--- src/rtl/prev_value_write_sched.sv ---
// Write/fetch scheduler for the FAST template/previous-value store: round-robin
// serialization of lane replace requests and drain-before-fetch message sequencing.
module prev_value_write_sched #(
    parameter int unsigned BEAT_WIDTH       = 64,
    parameter int unsigned NUM_TEMPLATES    = 4,
    parameter int unsigned SUP_PATHS        = 4,
    parameter int unsigned MAX_MESSAGE_SIZE = 10,
    localparam int unsigned TW = (NUM_TEMPLATES > 1) ? $clog2(NUM_TEMPLATES) : 1,
    localparam int unsigned IW = (MAX_MESSAGE_SIZE > 1) ? $clog2(MAX_MESSAGE_SIZE) : 1
) (
    input  logic                                 clk,
    input  logic                                 rstn,
    input  logic [SUP_PATHS-1:0]                 req_valid,
    output logic [SUP_PATHS-1:0]                 req_ready,
    input  logic [SUP_PATHS-1:0][TW-1:0]         req_tid,
    input  logic [SUP_PATHS-1:0][IW-1:0]         req_idx,
    input  logic [SUP_PATHS-1:0][BEAT_WIDTH-1:0] req_data,
    input  logic                                 msg_start,
    input  logic [TW-1:0]                        msg_tid,
    output logic                                 msg_ack,
    output logic                                 wr_en,
    output logic [TW-1:0]                        wr_tid,
    output logic [IW-1:0]                        wr_idx,
    output logic [BEAT_WIDTH-1:0]                wr_data,
    output logic                                 fetch_en,
    output logic [TW-1:0]                        fetch_tid,
    output logic                                 busy,
    output logic                                 err_range
);

    localparam int unsigned PW = (SUP_PATHS > 1) ? $clog2(SUP_PATHS) : 1;

    localparam logic [1:0] StIdle  = 2'd0;
    localparam logic [1:0] StDrain = 2'd1;
    localparam logic [1:0] StFetch = 2'd2;

    logic [1:0]                          state_q, state_d;
    logic [SUP_PATHS-1:0]                full_q, full_d;
    logic [SUP_PATHS-1:0][TW-1:0]        buf_tid_q, buf_tid_d;
    logic [SUP_PATHS-1:0][IW-1:0]        buf_idx_q, buf_idx_d;
    logic [SUP_PATHS-1:0][BEAT_WIDTH-1:0] buf_data_q, buf_data_d;
    logic [PW-1:0]                       rr_ptr_q, rr_ptr_d;
    logic                                wr_en_q, wr_en_d;
    logic [TW-1:0]                       wr_tid_q, wr_tid_d;
    logic [IW-1:0]                       wr_idx_q, wr_idx_d;
    logic [BEAT_WIDTH-1:0]               wr_data_q, wr_data_d;
    logic                                fetch_en_q, fetch_en_d;
    logic [TW-1:0]                       fetch_tid_q, fetch_tid_d;
    logic                                msg_ack_q, msg_ack_d;
    logic [TW-1:0]                       last_tid_q, last_tid_d;
    logic                                last_valid_q, last_valid_d;
    logic                                dirty_q, dirty_d;
    logic                                err_q, err_d;

    logic [SUP_PATHS-1:0] grant;
    logic [PW-1:0]        grant_idx;
    logic                 grant_any;
    logic [PW-1:0]        sel;
    logic [SUP_PATHS-1:0] in_range;
    logic [SUP_PATHS-1:0] accept;
    logic                 fetch_hit;

    // First full buffer at or after the round-robin pointer wins.
    always_comb begin
        grant     = '0;
        grant_idx = '0;
        grant_any = 1'b0;
        sel       = '0;
        for (int k = 0; k < int'(SUP_PATHS); k++) begin
            sel = PW'((32'(rr_ptr_q) + 32'(k)) % SUP_PATHS);
            if (!grant_any && full_q[sel]) begin
                grant[sel] = 1'b1;
                grant_idx  = sel;
                grant_any  = 1'b1;
            end
        end
    end

    always_comb begin
        for (int i = 0; i < int'(SUP_PATHS); i++) begin
            in_range[i]  = (32'(req_idx[i]) < MAX_MESSAGE_SIZE) &&
                           (32'(req_tid[i]) < NUM_TEMPLATES);
            req_ready[i] = (state_q == StIdle) && (!full_q[i] || grant[i]);
        end
    end

    assign accept = req_valid & req_ready;

    // A buffer being granted this cycle can be refilled in the same cycle.
    always_comb begin
        full_d     = full_q & ~grant;
        buf_tid_d  = buf_tid_q;
        buf_idx_d  = buf_idx_q;
        buf_data_d = buf_data_q;
        for (int i = 0; i < int'(SUP_PATHS); i++) begin
            if (accept[i] && in_range[i]) begin
                full_d[i]     = 1'b1;
                buf_tid_d[i]  = req_tid[i];
                buf_idx_d[i]  = req_idx[i];
                buf_data_d[i] = req_data[i];
            end
        end
        err_d = err_q | (|(accept & ~in_range));
    end

    always_comb begin
        wr_en_d   = grant_any;
        wr_tid_d  = wr_tid_q;
        wr_idx_d  = wr_idx_q;
        wr_data_d = wr_data_q;
        rr_ptr_d  = rr_ptr_q;
        if (grant_any) begin
            wr_tid_d  = buf_tid_q[grant_idx];
            wr_idx_d  = buf_idx_q[grant_idx];
            wr_data_d = buf_data_q[grant_idx];
            rr_ptr_d  = PW'((32'(grant_idx) + 32'd1) % SUP_PATHS);
        end
    end

    assign fetch_hit = last_valid_q && (msg_tid == last_tid_q) && !dirty_q;

    // Fetch outputs are registered on the DRAIN->FETCH edge so they are high during FETCH.
    always_comb begin
        state_d      = state_q;
        fetch_en_d   = 1'b0;
        msg_ack_d    = 1'b0;
        fetch_tid_d  = fetch_tid_q;
        last_tid_d   = last_tid_q;
        last_valid_d = last_valid_q;
        dirty_d      = dirty_q | (wr_en_q && (wr_tid_q == last_tid_q));
        case (state_q)
            StIdle: begin
                if (msg_start) state_d = StDrain;
            end
            StDrain: begin
                if (!(|full_q) && !wr_en_q) begin
                    state_d   = StFetch;
                    msg_ack_d = 1'b1;
                    if (!fetch_hit) begin
                        fetch_en_d   = 1'b1;
                        fetch_tid_d  = msg_tid;
                        last_tid_d   = msg_tid;
                        last_valid_d = 1'b1;
                        dirty_d      = 1'b0;
                    end
                end
            end
            StFetch: state_d = StIdle;
            default: state_d = StIdle;
        endcase
    end

    always_ff @(posedge clk or negedge rstn) begin
        if (!rstn) begin
            state_q      <= StIdle;
            full_q       <= '0;
            buf_tid_q    <= '0;
            buf_idx_q    <= '0;
            buf_data_q   <= '0;
            rr_ptr_q     <= '0;
            wr_en_q      <= 1'b0;
            wr_tid_q     <= '0;
            wr_idx_q     <= '0;
            wr_data_q    <= '0;
            fetch_en_q   <= 1'b0;
            fetch_tid_q  <= '0;
            msg_ack_q    <= 1'b0;
            last_tid_q   <= '0;
            last_valid_q <= 1'b0;
            dirty_q      <= 1'b0;
            err_q        <= 1'b0;
        end else begin
            state_q      <= state_d;
            full_q       <= full_d;
            buf_tid_q    <= buf_tid_d;
            buf_idx_q    <= buf_idx_d;
            buf_data_q   <= buf_data_d;
            rr_ptr_q     <= rr_ptr_d;
            wr_en_q      <= wr_en_d;
            wr_tid_q     <= wr_tid_d;
            wr_idx_q     <= wr_idx_d;
            wr_data_q    <= wr_data_d;
            fetch_en_q   <= fetch_en_d;
            fetch_tid_q  <= fetch_tid_d;
            msg_ack_q    <= msg_ack_d;
            last_tid_q   <= last_tid_d;
            last_valid_q <= last_valid_d;
            dirty_q      <= dirty_d;
            err_q        <= err_d;
        end
    end

    assign wr_en     = wr_en_q;
    assign wr_tid    = wr_tid_q;
    assign wr_idx    = wr_idx_q;
    assign wr_data   = wr_data_q;
    assign fetch_en  = fetch_en_q;
    assign fetch_tid = fetch_tid_q;
    assign msg_ack   = msg_ack_q;
    assign err_range = err_q;
    assign busy      = (|full_q) || wr_en_q || (state_q != StIdle);

endmodule

--- config.mk ---
export PLATFORM = sky130hd
export DESIGN_NAME = prev_value_write_sched
export DESIGN_NICKNAME = d
export VERILOG_FILES = /design/src/rtl/prev_value_write_sched.sv
export SDC_FILE = /design/constraint.sdc
export NUM_CORES = 1
export LEC_CHECK = 0
export CELL_PAD_IN_SITES_DETAIL_PLACEMENT = 2
export CELL_PAD_IN_SITES_GLOBAL_PLACEMENT = 2
export CORE_ASPECT_RATIO = 0.7
export CORE_UTILIZATION = 37
export CTS_CLUSTER_SIZE = 20
export DETAILED_ROUTE_END_ITERATION = 8
export PLACE_DENSITY = 0.91
export SLEW_MARGIN = 30
export SYNTH_ARGS = -nofsm -noshare
export SYNTH_HDL_FRONTEND = slang
export SYNTH_SLANG_ARGS = --single-unit
--- constraint.sdc ---
create_clock -name clk -period 7.5 [get_ports clk]
set_input_delay 1.5 -clock clk [delete_from_list [all_inputs] [get_ports clk]]
set_output_delay 1.5 -clock clk [all_outputs]
set_load 0.02 [all_outputs]
; ---- Word-level counts from Yosys, hierarchy flattened
; Cells that the tools add are included.
[totals]
register_bits = 366
in_bits = 289
wordCells = 148
[op_classes]
n_addsub = 4
magnitude_cmp = 13
eq_ne = 5
mux = 49
bitwise_logic = 11
reduce_logical = 41
[op_table]
columns = cell, n
row1 = $bmux W64 S2, 1
row2 = $mux W64, 1
row3 = $mux W1, 24
row4 = $mux W4, 5
row5 = $logic_and A1 B1 Y1, 19
row6 = $lt A4 B4 Y1 const B, 4
row7 = $lt A2 B3 Y1 const B, 5
row8 = $mux W2, 7
row9 = $and A4 B4 Y4, 3
row10 = $or A4 B4 Y4, 3
row11 = $logic_not A1 Y1, 10
row12 = $bmux W1 S2, 4
row13 = $bmux W4 S2, 1
row14 = $demux W1 S2, 4
row15 = $ge A2 B1 Y1 const B, 4
row16 = $not A4 Y4, 2
row17 = $reduce_or A4 Y1, 2
row18 = $logic_or A1 B1 Y1, 6
row19 = $add A2 B1 Y2 const B, 2
row20 = $add A2 B2 Y2 const B, 2
row21 = $bmux W2 S2, 1
row22 = $eq A2 B2 Y1, 2
row23 = $ne A2 B2 Y1 const B, 2
row24 = $pmux W2 S2, 1
row25 = other kinds (7), 8

; ---- Logic depth before layout (Yosys ltp)
; Gate-level depths: netlist (run 1).
[logic_depth]
word_depth = 18
ltp_mapped = 13
mapped_depth_nobuf = 8

; ---- Worst setup path after synthesis (run 1)
; Ideal clock, no wire load.
[synth_timing]
path_kind = register to output
startpoint = reg rr_ptr_q[0]
endpoint = out req_ready[0]
arrival_ps = 2508
required_ps = 6000
path_slack_ps = 3492
path_stages_with_launch = 9
path_buffers = 2
path_cell_list = dfrtp_1 buf_6 clkbuf_1 inv_1 ha_1 mux4_2 nor3b_4 a221oi_2 nor3_1
[synth_via]
elab_chain_cells = 14
[synth_rtl]
columns = element, line_no
row1 = "start, declared", 42  ; logic [PW-1:0] rr_ptr_q, rr_ptr_d;
row2 = "start signal, assigned", 178  ; rr_ptr_q <= rr_ptr_d;
row3 = branches (longest 11 deep; another with $lt A2 B3 Y1), n/a
row4 = $mux W4 (*), 71  ; if (!grant_any && full_q[sel]) begin
row5 = $logic_or A1 B1 Y1 (*), 83  ; req_ready[i] = (state_q == StIdle) && (!full_q[i] || grant[i]);
row6 = $logic_and A1 B1 Y1 (*), 83
row7 = "end, declared", 14  ; output logic [SUP_PATHS-1:0] req_ready,
; Mark *: on every way between the ends. The select of a mux whose other input is x is not followed.

; ---- Worst setup path after layout (run 1)
[layout_timing]
startpoint = reg rr_ptr_q[0]
endpoint = out req_ready[2]
; Same word-level chain as after synthesis.

==> results.yml, run 1 <==
cts:
  cts_tree: "yes"
  cts_buffer_depth: 3
  cts_buffers: 40
  cts_resized: 0
  cts.clk_slew.worst_paths_ns: 0.06
  cts_htree_levels: 2
  insertion_delay_ns: 0.54
  cts-root-buf: "clkbuf_16"
  hold_buffers: 0
  post-cts-setup-buffers: 0
  cts.sinks: 366
place:
  pre_cts_slack_ns: 2.54
  io_buffer_count: 369
  gp_congestion: 0.815
  place_hpwl_mm: 38.3
global_routing:
  grt_pass1_vias: 13400
  grt_pass1_wl_mm: 88.7
  grt_max_degree: 175
  grt_overflow: 0
  antenna_found_initial: 16
  grt_util_all_layers_pct: 26.7
synthesis:
  yosysWarningCount: 0
  synth-seq-cells: 366
  synth_area_mm2: 0.0162
  synth_cell_types: 56
  synth_edf_count: 0
  synth_seq_area_share_pct: 56.5
  synth_ff_type: "dfrtp_1"
  syn_nets: 1432
  async_flop_share_pct: 100
  syn_avg_cell_area_um2: 14.3
  synthesis.instances: 1137
power_and_ir_drop:
  p_int_mw: 6.68
  comb_power_share_pct: 47.0
  power.share.clock_pct: 19.1
  ir_drop_v: 0.000327
  powerDensity_mw_per_mm2: 507
  p_sw_mw: 4.42
  p_seq_share_pct: 33.9
  leakage_nw: 9.91
  swShare_pct: 39.8
drt:
  drc_errors: 0
  wl_per_cell_um: 28.1
  wl_mm: 59.5
  vias_per_cell: 5.31
  drt_iter0_markers: 547
  firstDrtPassIters: 5
  ant_nets: 0
  vias: 11200
sta:
  setup_tns_ns: 0
  setup_violations: 0
  final-max-slew-violation-count: 0
  layout_setup_ws_ns: 1.97
  period_minus_slack_ns: 5.53
  finClkSkew_ns: 0.0229
  tightest_slew_ns: 0.979
  relSlewSlack_pct: 34.8
  rsz0062_at_grt: "false"
  fmax_ghz: 0.181
  fin_crit_sh_pct: 73.8
  hold_viol: 0
worst_setup_path:
  path_cells: "inv_1 -> ha_1 -> nor3_1 -> nand4_1 -> nand3_1 -> a221o_1 -> and2_1 -> clkdlybuf4s50_1"
  reg2reg_depth: 9
  setup.worst_path.start: "rr_ptr_q[0]$_DFFE_PN0P_"
  crit_arrival_ns: 4.03
  cp-end-kind: "output port"
  crit_path_end: "req_ready[2]"
  max_stage_delay_ns: 0.84
  cp.required_ns: 6.00
  cp-start-kind: "flop"
  regToRegStartpoint: "rr_ptr_q[0]$_DFFE_PN0P_"
  worstReg2RegEnd: "buf_data_q[142]$_DFFE_PN0P_"
  critical_path_class: "flop to output port"
  crit_fanout: 23
  crit_slowest_cell: "dfrtp_1"
  rrSetupSlack_ns: 2.72
layout:
  layout_common_cells: "clkdlybuf4s50_1, dfrtp_1, mux2_1"
  fill_cells: 3948
  nets: 1784
  final_util_pct: 51.1
  areaGrowthSynthToFinish_pct: 34.9
  regArea_mm2: 0.00916
  final_common_cell: "clkdlybuf4s50_1"
  drive_gt1_share_pct: 11.3
  multiInputGateArea_mm2: 0.00658
floorplanning:
  rows: 63
  die_height_um: 177
  start_util_pct: 37.9
  die_w_um: 252
  core_mm2: 0.0428
  dieArea_mm2: 0.0447
  io_pins: 370
worst_hold_path:
  hold_start: "last_valid_q$_DFFE_PN0P_"
  hold_path_class: "flop to flop"
outcome:
  status: "finished clean"
flow_run:
  max_cap_viol_count: 0
worst min path at each step:
stage                                           to  depth (start not counted)
after floorplan           last_valid_q$_DFFE_PN0P_                          1
after global placement    last_valid_q$_DFFE_PN0P_                          1
after detailed placement  last_valid_q$_DFFE_PN0P_                          1
after CTS                 last_valid_q$_DFFE_PN0P_                          1
after global routing      last_valid_q$_DFFE_PN0P_                          1
final                     last_valid_q$_DFFE_PN0P_                          1
cells by family (layout without fill, tap and decap cells):
kind of cell,after synthesis,in the layout,synth area share (%)
XOR/XNOR,5,5,0.270
AND/OR/NAND/NOR,134,134,3.90
buffers and inverters,91,473,3.39
AO/OA/AOI/OAI,116,116,5.73
multiplexers,419,419,29.8
flip-flops,366,366,56.5
adder cells (fa/ha/maj),6,6,0.463
other,0,11,0
through the flow:
| step | hold slack [ns] | total power, mW | cell area (µm²) | instances |
|---|---|---|---|---|
| 2_1_floorplan | 0.440 | 6.87 | 16200 | 1137 |
| 3_3_place_gp | 0.455 | 8.35 | 20300 | 2028 |
| 3_5_place_dp | 0.455 | 8.89 | 20400 | 2030 |
| 4_1_cts | 0.470 | 11.2 | 21800 | 2102 |
| 5_1_grt | 0.484 | 11.6 | 21900 | 2112 |
| 6_report | 0.464 | 11.1 | 21900 | 2115 |
synthesized netlist by cell type, drive strengths merged, types with 4 or more instances:
library cell | count | area share [%]
dfrtp | 366 | 56
mux2 | 274 | 21
mux2i | 142 | 8.8
nand2 | 83 | 1.9
o221ai | 70 | 3.8
buf | 51 | 2.5
clkbuf | 26 | 0.60
a21oi | 14 | 0.43
inv | 14 | 0.32
nor2 | 12 | 0.28
o21ai | 9 | 0.28
ha | 6 | 0.46
nand3 | 6 | 0.19
nor3b | 5 | 0.30
nand3b | 4 | 0.19
power by group through the flow:
stage,Combinational (mW),Clock [mW],Sequential [mW]
5_1_grt,5.56,2.22,3.86
3_5_place_dp,5.16,0,3.73
4_1_cts,5.28,2.16,3.76
3_3_place_gp,4.73,0,3.62
2_1_floorplan,3.22,0,3.65
6_report,5.22,2.12,3.76
worst max-delay path, delay by kind of cell, from the launching register on:
| kind | cells | cell delay, ns |
|---|---|---|
| AND/OR/NAND/NOR | 4 | 1.02 |
| flip-flops | 1 | 0.84 |
| buffers and inverters | 2 | 0.82 |
| adder cells (fa/ha/maj) | 1 | 0.45 |
| AO/OA/AOI/OAI | 1 | 0.36 |
layer usage:
layer	share of wire, %	track usage (%)	wire, µm	up-vias
met4	2.5	7.83	1490	8
met2	53	48.7	31200	333
met1	39	31.2	23300	5930
li1	-	-	-	4851
met3	5.6	6.18	3340	106
met5	0.099	0	59	-
state kept, by name, summed over array words and instances, names as in the netlist, 2 cells and up:
| register | flops |
|---|---|
| buf_data_q | 256 |
| wr_data | 64 |
| buf_idx_q | 16 |
| buf_tid_q | 8 |
| full_q | 4 |
| wr_idx | 4 |
| last_tid_q | 2 |
| rr_ptr_q | 2 |
| state_q | 2 |
| wr_tid | 2 |
area by class of cell:
class	count	area share, %
inverters	14	0.240
diodes	11	0.126
flip-flops and latches	366	41.9
clock inverters	15	0.995
clock buffers	57	5.34
repair buffers	387	18.0
well taps	585	3.35
multi-input cells	680	30.1
No activity file was read; power rests on OpenSTA's default activity.
==> inputs of run 2 (changes only) <==
--- a/config.mk
+++ b/config.mk
@@ -8,10 +8,10 @@
 export CELL_PAD_IN_SITES_DETAIL_PLACEMENT = 2
 export CELL_PAD_IN_SITES_GLOBAL_PLACEMENT = 2
 export CORE_ASPECT_RATIO = 0.7
-export CORE_UTILIZATION = 37
+export CORE_UTILIZATION = 34
 export CTS_CLUSTER_SIZE = 20
 export DETAILED_ROUTE_END_ITERATION = 8
-export PLACE_DENSITY = 0.91
+export PLACE_DENSITY = 0.85
 export SLEW_MARGIN = 30
 export SYNTH_ARGS = -nofsm -noshare
 export SYNTH_HDL_FRONTEND = slang
==> constraint.sdc (replaced) <==
create_clock -name clk -period 5.3 [get_ports clk]
set_input_delay 1.06 -clock clk [delete_from_list [all_inputs] [get_ports clk]]
set_output_delay 1.06 -clock clk [all_outputs]
set_load 0.02 [all_outputs]
==> results.yml, run 2 (same netlist as run 1, synthesis figures left out) <==
place:
  io_buffer_count: 369
  gp_congestion: 0.864
  place_hpwl_mm: 36.4
  dpl_cell_area_mm2: 0.0205
worst_setup_path:
  crit_fanout: 15
  path_cells: "inv_1 -> ha_1 -> nor3_1 -> nand4_1 -> nand3_1 -> a221o_1 -> and2_1 -> clkdlybuf4s50_1"
  cpLargestDelayFamily: "simple AND/OR/NAND/NOR gates"
  critical_path_class: "flop to output port"
  crit_slowest_cell: "dfrtp_1"
  cp.required_ns: 4.24
  max_stage_delay_ns: 0.67
  cp-start-kind: "flop"
  cp_num_cells: 8
  critical_path_buf_inv_count: 2
  crit_arrival_ns: 3.92
  cp-end-kind: "output port"
  reg2reg_depth: 9
sta:
  relSlewSlack_pct: 41.1
  setup_tns_ns: 0
  rsz0062_at_grt: "false"
  tightest_slew_ns: 0.881
  period_minus_slack_ns: 4.98
  finClkSkew_ns: 0.0232
  final-max-slew-violation-count: 0
  setup_violations: 0
  fmax_ghz: 0.201
  fin_crit_sh_pct: 93.9
  hold_viol: 0
global_routing:
  grt_pass1_wl_mm: 83.5
  grt_util_all_layers_pct: 22.7
  grt_pass1_vias: 13100
  grt_max_degree: 85
  grt_overflow: 0
  antenna_found_initial: 13
cts:
  cts_tree: "yes"
  cts_buffer_depth: 3
  insertion_delay_ns: 0.54
  hold_buffers: 0
  cts-root-buf: "clkbuf_16"
  cts_buffers: 41
  cts_htree_levels: 2
  cts.clk_slew.worst_paths_ns: 0.06
  post-cts-setup-buffers: 0
  cts.sinks: 366
drt:
  vias_per_cell: 5.22
  wl_mm: 55.2
  drt_iter0_markers: 420
  vias: 11100
  firstDrtPassIters: 4
  drc_errors: 0
  wl_per_cell_um: 25.8
  ant_nets: 0
flow_run:
  max_cap_viol_count: 0
layout:
  largest-register: "buf_data_q"
  nets: 1783
  stdcell_area_mm2: 0.0219
  drive_gt1_share_pct: 11.4
  final_util_pct: 46.9
  final_common_cell: "clkdlybuf4s50_1"
  largest_register_ff_count: 256
  layout_common_cells: "clkdlybuf4s50_1, dfrtp_1, mux2_1"
  areaGrowthSynthToFinish_pct: 35.2
floorplanning:
  rows: 66
  start_util_pct: 34.7
  die_height_um: 185
  core_mm2: 0.0467
  dieArea_mm2: 0.0486
  die_w_um: 263
  io_pins: 370
power_and_ir_drop:
  leakage_nw: 9.91
  powerDensity_mw_per_mm2: 703
  ir_drop_v: 0.000867
outcome:
  status: "finished clean"
worst_hold_path:
  hold_path_class: "input pin to async pin"
-- run 2: final cells by class --
| type | count | area [µm²] |
|---|---|---|
| Antenna cell | 9 | 22.5 |
| Clock buffer | 53 | 1140 |
| Clock inverter | 17 | 254 |
| Fill cell | 4444 | 24800 |
| Inverter | 14 | 52.6 |
| Multi-Input combinational cell | 680 | 6580 |
| Sequential cell | 366 | 9160 |
| Tap cell | 612 | 766 |
| Timing Repair Buffer | 385 | 3940 |
-- run 2: what timing repair did --
| item | in CTS | in global routing |
|---|---|---|
| setup endpoints to repair | 0 | 1 |
| endpoints found under the hold margin | 0 | 0 |
| gates resized for setup | 0 | 1 |
-- run 2: through the flow --
step                      power [mW]  hold WS (ns)  worst slack (ns)  instances
after detailed placement        12.4         0.459             0.729       2057
after floorplan                 9.72         0.440              1.73       1137
after CTS                       15.6         0.437             0.115       2127
final                           15.4         0.450             0.321       2136
after global placement          12.0         0.457              1.01       2056
after global routing            16.3         0.447           0.00517       2134
-- run 2: final timing paths --
kind / start / endpoint / slack (ns)
worst max register to register: rr_ptr_q[1]$_DFFE_PN0P_ / buf_data_q[182]$_DFFE_PN0P_ / 1.33
min in group clk: buf_data_q[172]$_DFFE_PN0P_ / buf_data_q[172]$_DFFE_PN0P_ / 0.48
max in group asynchronous: rstn / buf_data_q[99]$_DFFE_PN0P_ / 3.59
worst min-delay path: rstn / buf_idx_q[15]$_DFFE_PN0P_ / 0.45
worst min register to register: buf_data_q[172]$_DFFE_PN0P_ / buf_data_q[172]$_DFFE_PN0P_ / 0.48
worst max-delay path: rr_ptr_q[1]$_DFFE_PN0P_ / req_ready[2] / 0.32
-- run 2: metal layers --
| layer | wire length [µm] | track usage [%] | vias up | share of wire, % |
|---|---|---|---|---|
| met5 | 68 | 0 | - | 0.12 |
| met4 | 1500 | 6.67 | 10 | 2.7 |
| met3 | 2990 | 5.42 | 98 | 5.4 |
| met2 | 27400 | 39.4 | 310 | 50 |
| met1 | 23200 | 28.1 | 5871 | 42 |
| li1 | - | - | 4854 | - |
-- run 2: power by group --
group	switching (mW)	total [mW]	internal [mW]
logic	3.85	7.20	3.35
registers	0.963	5.22	4.26
clock network	1.18	2.99	1.81
